`src/rtl/lose_screen_pixel_fetch.sv`:
```
// Scan-position to lose-screen ROM address fetch, with a 3-cycle aligned pipeline
// for the palette index and display timing, plus a frame-aligned overlay enable FSM.
module lose_screen_pixel_fetch #(
  parameter int IMG_W       = 160,
  parameter int IMG_H       = 120,
  parameter int SCALE_SHIFT = 2,
  parameter int H_ACTIVE    = 640,
  parameter int V_ACTIVE    = 480,
  parameter int ADDR_W      = 15,
  parameter int IDX_W       = 5
) (
  input  logic              clk,
  input  logic              reset,
  input  logic              lose,
  input  logic              restart,
  input  logic [9:0]        draw_x,
  input  logic [9:0]        draw_y,
  input  logic              de_in,
  input  logic              hs_in,
  input  logic              vs_in,
  output logic [ADDR_W-1:0] rom_addr,
  input  logic [IDX_W-1:0]  rom_q,
  output logic [IDX_W-1:0]  index,
  output logic              overlay_en,
  output logic              de_out,
  output logic              hs_out,
  output logic              vs_out,
  output logic [1:0]        dbg_state
);

  typedef enum logic [1:0] {
    HIDDEN = 2'd0,
    ARMED  = 2'd1,
    SHOWN  = 2'd2
  } state_t;

  localparam logic [9:0] LP_H_ACTIVE = 10'(H_ACTIVE);
  localparam logic [9:0] LP_V_ACTIVE = 10'(V_ACTIVE);
  localparam logic [9:0] LP_IMG_W    = 10'(IMG_W);
  localparam logic [9:0] LP_IMG_H    = 10'(IMG_H);

  state_t r_state;
  state_t w_next_state;

  logic [9:0]        w_xs;
  logic [9:0]        w_ys;
  logic [ADDR_W-1:0] w_ys_ext;
  logic [ADDR_W-1:0] w_addr;
  logic              w_in_range;
  logic              w_frame_start;
  logic              w_ovl;

  logic              r_s1_inr, r_s1_ovl, r_s1_de, r_s1_hs, r_s1_vs;
  logic              r_s2_inr, r_s2_ovl, r_s2_de, r_s2_hs, r_s2_vs;
  logic [ADDR_W-1:0] r_rom_addr;
  logic [IDX_W-1:0]  r_index;
  logic              r_ovl_en, r_de, r_hs, r_vs;

  assign w_xs = draw_x >> SCALE_SHIFT;
  assign w_ys = draw_y >> SCALE_SHIFT;

  // Image-bound terms keep the address legal even if timing parameters change.
  assign w_in_range = de_in && (draw_x < LP_H_ACTIVE) && (draw_y < LP_V_ACTIVE)
                      && (w_xs < LP_IMG_W) && (w_ys < LP_IMG_H);

  // y*160 as (y<<7)+(y<<5): the image row stride is fixed at 160.
  assign w_ys_ext = ADDR_W'(w_ys);
  assign w_addr   = (w_ys_ext << 7) + (w_ys_ext << 5) + ADDR_W'(w_xs);

  assign w_frame_start = (draw_x == 10'd0) && (draw_y == 10'd0);

  always_ff @(posedge clk or posedge reset) begin
    if (reset) r_state <= HIDDEN;
    else       r_state <= w_next_state;
  end

  always_comb begin
    w_next_state = r_state;
    if (restart) begin
      w_next_state = HIDDEN;
    end else begin
      case (r_state)
        HIDDEN:  if (lose) w_next_state = ARMED;
        ARMED:   if (w_frame_start) w_next_state = SHOWN;
        SHOWN:   w_next_state = SHOWN;
        default: w_next_state = HIDDEN;
      endcase
    end
  end

  // The ARMED frame-start term makes pixel (0,0) the first overlaid pixel.
  always_comb begin
    w_ovl     = (r_state == SHOWN) || ((r_state == ARMED) && w_frame_start);
    dbg_state = r_state;
  end

  always_ff @(posedge clk or posedge reset) begin
    if (reset) begin
      r_rom_addr <= '0;
      r_s1_inr   <= 1'b0;
      r_s1_ovl   <= 1'b0;
      r_s1_de    <= 1'b0;
      r_s1_hs    <= 1'b1;
      r_s1_vs    <= 1'b1;
      r_s2_inr   <= 1'b0;
      r_s2_ovl   <= 1'b0;
      r_s2_de    <= 1'b0;
      r_s2_hs    <= 1'b1;
      r_s2_vs    <= 1'b1;
      r_index    <= '0;
      r_ovl_en   <= 1'b0;
      r_de       <= 1'b0;
      r_hs       <= 1'b1;
      r_vs       <= 1'b1;
    end else begin
      r_rom_addr <= w_in_range ? w_addr : '0;
      r_s1_inr   <= w_in_range;
      r_s1_ovl   <= w_ovl;
      r_s1_de    <= de_in;
      r_s1_hs    <= hs_in;
      r_s1_vs    <= vs_in;
      r_s2_inr   <= r_s1_inr;
      r_s2_ovl   <= r_s1_ovl;
      r_s2_de    <= r_s1_de;
      r_s2_hs    <= r_s1_hs;
      r_s2_vs    <= r_s1_vs;
      // rom_q now belongs to the same pixel as the stage-2 side-band.
      r_index    <= r_s2_inr ? rom_q : '0;
      r_ovl_en   <= r_s2_ovl && r_s2_inr;
      r_de       <= r_s2_de;
      r_hs       <= r_s2_hs;
      r_vs       <= r_s2_vs;
    end
  end

  assign rom_addr   = r_rom_addr;
  assign index      = r_index;
  assign overlay_en = r_ovl_en;
  assign de_out     = r_de;
  assign hs_out     = r_hs;
  assign vs_out     = r_vs;

endmodule

```
`config.mk`:
```
export PLATFORM = sky130hd
export DESIGN_NAME = lose_screen_pixel_fetch
export DESIGN_NICKNAME = d
export VERILOG_FILES = /design/src/rtl/lose_screen_pixel_fetch.sv
export SDC_FILE = /design/constraint.sdc
export NUM_CORES = 1
export LEC_CHECK = 0
export CELL_PAD_IN_SITES_DETAIL_PLACEMENT = 2
export CELL_PAD_IN_SITES_GLOBAL_PLACEMENT = 2
export CORE_UTILIZATION = 30
export DETAILED_ROUTE_END_ITERATION = 8
export PLACE_DENSITY_LB_ADDON = 0.1
export SLEW_MARGIN = 25
export SYNTH_ARGS = -nofsm -noshare
export SYNTH_HDL_FRONTEND = slang
export SYNTH_SLANG_ARGS = --single-unit
```
`constraint.sdc`:
```
create_clock -name clk -period 3.73 [get_ports clk]
set_clock_uncertainty 0.1 [all_clocks]
set_input_delay 1.119 -clock clk [delete_from_list [all_inputs] [get_ports clk]]
set_output_delay 1.119 -clock clk [all_outputs]
set_load 0.01 [all_outputs]
```
[Word-level counts from Yosys, hierarchy flattened]
Cells that the tools add are included.
Operators by class
  add/sub/neg operators: 2
  eq/ne operators: 4
  multiply operators: 0
  bitwise gates (word level): 0
  reduce and logical (&&, ||, !) cells: 12
  mux-type cells: 6
  shift-type cells: 0
  div/mod/pow operators: 0
  magnitude comparators: 4
Operators by type and width (number)
  logical NOT 10 bit: 2
  adder 15 x 13 -> 15 bit: 1
  adder 15 x 8 -> 15 bit: 1
  2-to-1 mux 15 bit: 1
  less-than comparator 10 bit, second input constant: 1
  less-than comparator 10 x 9 -> 1 bit, second input constant: 1
  less-than comparator 8 x 7 -> 1 bit, second input constant: 1
  less-than comparator 8 bit, second input constant: 1
  logical AND 1 bit: 7
  2-to-1 mux 2 bit: 3
  != test 3 bit, second input constant: 2
  case mux 2 bit (3 select lines): 1
  2-to-1 mux 5 bit: 1
  == test 2 x 1 -> 1 bit, second input constant: 1
  == test 2 bit, second input constant: 1
  logical NOT 2 bit: 1
  AND reduction 2 bit: 1
  logical OR 1 bit: 1
Storage, ports and cells
  memory bits (writable): 0
  input port bits: 32
  bits in latches: 0
  flip-flop bits (word level): 36
  memories: 0
  output and inout port bits: 26
  word-level logic and storage cells: 45
  memory bits (read-only): 0

[Logic depth before layout (Yosys ltp)]
  word-level depth: 6
  gate-level depth with buffers: 9
  gate-level depth less buffers: 9

[Worst setup path before layout]
No wires, ideal clock.
  path type: input-to-reg
  start: input port draw_x[9]
  end: register r_rom_addr[13] (netlist: rom_addr[13])
  arrival time: 2.879 ns
  library setup time: 0.128 ns
  stages on the path: 9
  setup slack: 0.623 ns
  buffers on the path: 0
  data required time: 3.502 ns
  cells stage by stage: inv_1 -> fa_1 -> inv_1 -> ha_1 -> a211oi_1 -> o21ai_0 -> a31oi_1 -> xor2_1 -> nor2_1
On the way
  cells in the longest elaborated chain, start to end: 6
  elaborated cells on any way between the ends: 8
  those cells by class: 1 x add/sub; 2 x order compare; 1 x mux; 4 x reduce/logical
RTL lines
  from (decl): RTL line 16  | input logic [9:0] draw_x,
  less-than comparator 10 bit: RTL line 63  | assign w_in_range = de_in && (draw_x < LP_H_ACTIVE) && (draw_y < LP_V_ACTIVE)
  logical AND 1 bit (2 in series): RTL line 63
  logical AND 1 bit (2 in series): RTL line 64  | && (w_xs < LP_IMG_W) && (w_ys < LP_IMG_H);
  2-to-1 mux 15 bit *: RTL line 116  | r_rom_addr <= w_in_range ? w_addr : '0;
  to (signal assigned): RTL line 116
  to (decl): RTL line 55  | logic [ADDR_W-1:0] r_rom_addr;
Every way passes the cells marked *; elsewhere a longest branch is shown, timed or not.
A chain may end at the register's enable or synchronous reset.

[Final worst setup path]
Ends and elaborated chain as after synthesis.

==> impl_metrics.tcl <==
set metrics [dict create \
    yosysMostFrequentCell "dfrtp_1" \
    area_delta_synth_final_pct 49.3 \
    fin_ws_ns 0.235 \
    crit_arrival_ns 3.56 \
    synthCells 134 \
    htree_levels 2 \
    synth_area_leaders "dfrtp_1 46%, ha_1 14%, dfstp_2 9.6%" \
    syn_area_per_cell_um2 12.3 \
    syn_area_um2 1650 \
    nets 256 \
    core_area_um2 5200 \
    die_area_um2 5780 \
    grt_pass1_wl_mm 7.21 \
    pre_cts_ws_ns -0.0366 \
    reg2reg_depth 5 \
    cap_violations 0 \
    gr-total-overflow 0 \
    synth_ff_type "dfrtp_1" \
    wl_per_cell_um 15.4 \
    seq_area_frac_synth_pct 55.2 \
    required_ns 3.79 \
    die_x_um 76.1 \
    postSynth.asyncResetShare_pct 100 \
    n_antenna_cell 0 \
    max_freq_mhz 286 \
    rsz0062_at_grt "false" \
    dr_total_vias 1281 \
    cts_tree "built" \
    yosys.cell_types.count 29 \
    status "complete, no violations" \
    gp_congestion 0.770 \
    clkSinkCount 36 \
    root_buffer "clkbuf_8" \
    start_util_pct 31.6 \
    drive_above_1_share_pct 11.2 \
    hold_buffers 0 \
    yosysTopAreaCell "dfrtp_1" \
    cp-start-kind "input pin" \
    synthTopCellsByCount "30 x dfrtp_1, 18 x ha_1, 13 x and2_1, 13 x inv_1" \
    drt_iter0_drc 33 \
    ant_nets 0 \
    antenna_found_initial 0 \
    clk_pin_slew_ns 0.08 \
    period_minus_slack_ns 3.49 \
    maxSlewViolCount 0 \
    path_class "in2reg" \
    route.detailed.drc 0 \
    worstHoldPathType "reg2reg" \
    post-cts-setup-buffers 0 \
    dieHeight_um 76.1 \
    powerDensity_nw_per_um2 427 \
    finalCritPeriodShare_pct 93.7 \
    cts_resized 0 \
    yosysTopAreaCellShare_pct 45.6 \
    path_max_fanout 3 \
    irDropWorstVdd_mv 0.196 \
    leakagePower_nw 1.13 \
    end_kind "flop" \
    insertion_delay_ns 0.27 \
    dr.pass1.iters 2 \
    grt_max_degree 37 \
    ys_seq_elements 36 \
    fillers 541 \
    io_pins 58 \
    dp.cells 267 \
    avgViaCountPerCell 4.66 \
    holdPathStages 0 \
    numPortBuffers 57 \
    rows 26 \
    synth_warnings 0 \
    globalRouteTotalUtil_pct 16.2 \
    cts_made_buffers 5 \
    synth_fp_nets 186 \
    synth_edf_count 0 \
    tightest_slew_ns 0.464 \
    grt_pass1_vias 1434 \
    cts_buffer_depth 2 \
    stdcell_count 275 \
    slew-limit-headroom_pct 69.1 \
    drt-total-wl_mm 4.23 \
    hold_violations 0 \
    hpwl_mm 3.40 \
    setup_viol 0 \
]
==> critical path, cell delays in order <==
cell	delay, ns
clkdlybuf4s50_1	0.48
inv_1	0.06
fa_1	0.55
inv_1	0.05
ha_1	0.31
a211oi_1	0.34
o21ai_0	0.18
a31oi_1	0.24
xor2_1	0.17
nor2_1	0.05
==> path summary, 6_finish.rpt <==
path                                     startpoint                        to  slack (ns)
max                                       draw_x[9]    rom_addr[13]$_DFF_PP0_        0.24
min                              r_s1_inr$_DFF_PP0_        r_s2_inr$_DFF_PP0_        0.25
max reg2reg                dbg_state[1]$_DFFE_PP0P_  dbg_state[1]$_DFFE_PP0P_        2.34
min reg2reg                      r_s1_inr$_DFF_PP0_        r_s2_inr$_DFF_PP0_        0.25
max in group asynchronous                     reset         r_s1_hs$_DFF_PP1_        2.02
min in group asynchronous                     reset    rom_addr[14]$_DFF_PP0_        1.15
==> layout by cell type (no fill, tap or decap) <==
cell,count
clkdlybuf4s50_1,57
a21o_1,3
nor2_1,6
a211oi_1,3
o311ai_4,1
nor2b_1,2
dfrtp_1,30
a21oi_1,4
or4_4,2
fa_1,2
bufinv_16,1
o31a_1,1
nor3b_1,1
nand4_1,1
clkinv_2,1
a31oi_1,1
nor3_1,5
and2_1,13
clkbuf_8,5
ha_1,18
nand3_1,2
o2111a_1,1
nand2_1,1
o21bai_1,1
inv_1,13
o21ai_1,2
nand2b_1,1
nor4_1,3
and2b_2,1
buf_4,6
clkbuf_1,1
xor2_1,2
dfstp_2,6
o21ai_0,6
o21a_1,2
==> stage by stage <==
stage	power, mW	util [%]	setup TNS, ns	area (µm²)	hold WS [ns]
floorplan	0.588	-	0	1650	0.231
global placement	0.702	45.1	0	2350	0.232
detailed placement	0.724	45.1	-0.0420	2350	0.242
CTS	1.07	47.2	0	2460	0.258
global route	1.11	47.2	0	2460	0.266
finish	1.05	47.2	0	2460	0.253
==> routing by layer <==
| layer | track usage [%] | share of wire [%] | up-vias |
|---|---|---|---|
| li1 | - | - | 603 |
| met1 | 19.3 | 44 | 624 |
| met2 | 28.1 | 49 | 47 |
| met3 | 4.67 | 5.3 | 7 |
| met4 | 5.19 | 1.5 | 0 |
| met5 | 0 | 0 | - |
==> cell type report <==
type                            count  area [µm²]  share of cell area (%)
Sequential cell                    36         908                    37.0
Multi-Input combinational cell     85         688                    28.0
Timing Repair Buffer               63         616                    25.1
Tap cell                           70        87.6                    3.57
Clock buffer                        6        72.6                    2.95
Inverter                           13        48.8                    1.99
Clock inverter                      2        35.0                    1.43
==> logic make-up (layout without fill, tap and decap cells) <==
logic type      count (synthesis)  after routing  share of synthesized area, %
xor+xnor                        2              2                          1.06
simple gates                   38             38                          13.7
compound gates                 25             25                          11.0
fa+ha+maj                      20             20                          16.1
buf+inv                        13             84                          2.97
flops                          36             36                          55.2
==> power breakdown <==
part           switching, mW  internal, mW  leakage [nW]  total, mW
logic                  0.127         0.140         0.612      0.267
registers             0.0198         0.426         0.466      0.446
clock network          0.137         0.198        0.0552      0.335
total                  0.283         0.765          1.13       1.05
==> registers in the layout, indices dropped and copies added, names as in the netlist <==
name and flops:
dbg_state 2, de_out 1, hs_out 1, index 5
overlay_en 1, r_s1_de 1, r_s1_hs 1, r_s1_inr 1
r_s1_ovl 1, r_s1_vs 1, r_s2_de 1, r_s2_hs 1
r_s2_inr 1, r_s2_ovl 1, r_s2_vs 1, rom_addr 15
vs_out 1
(Power assumes the default switching activity.)
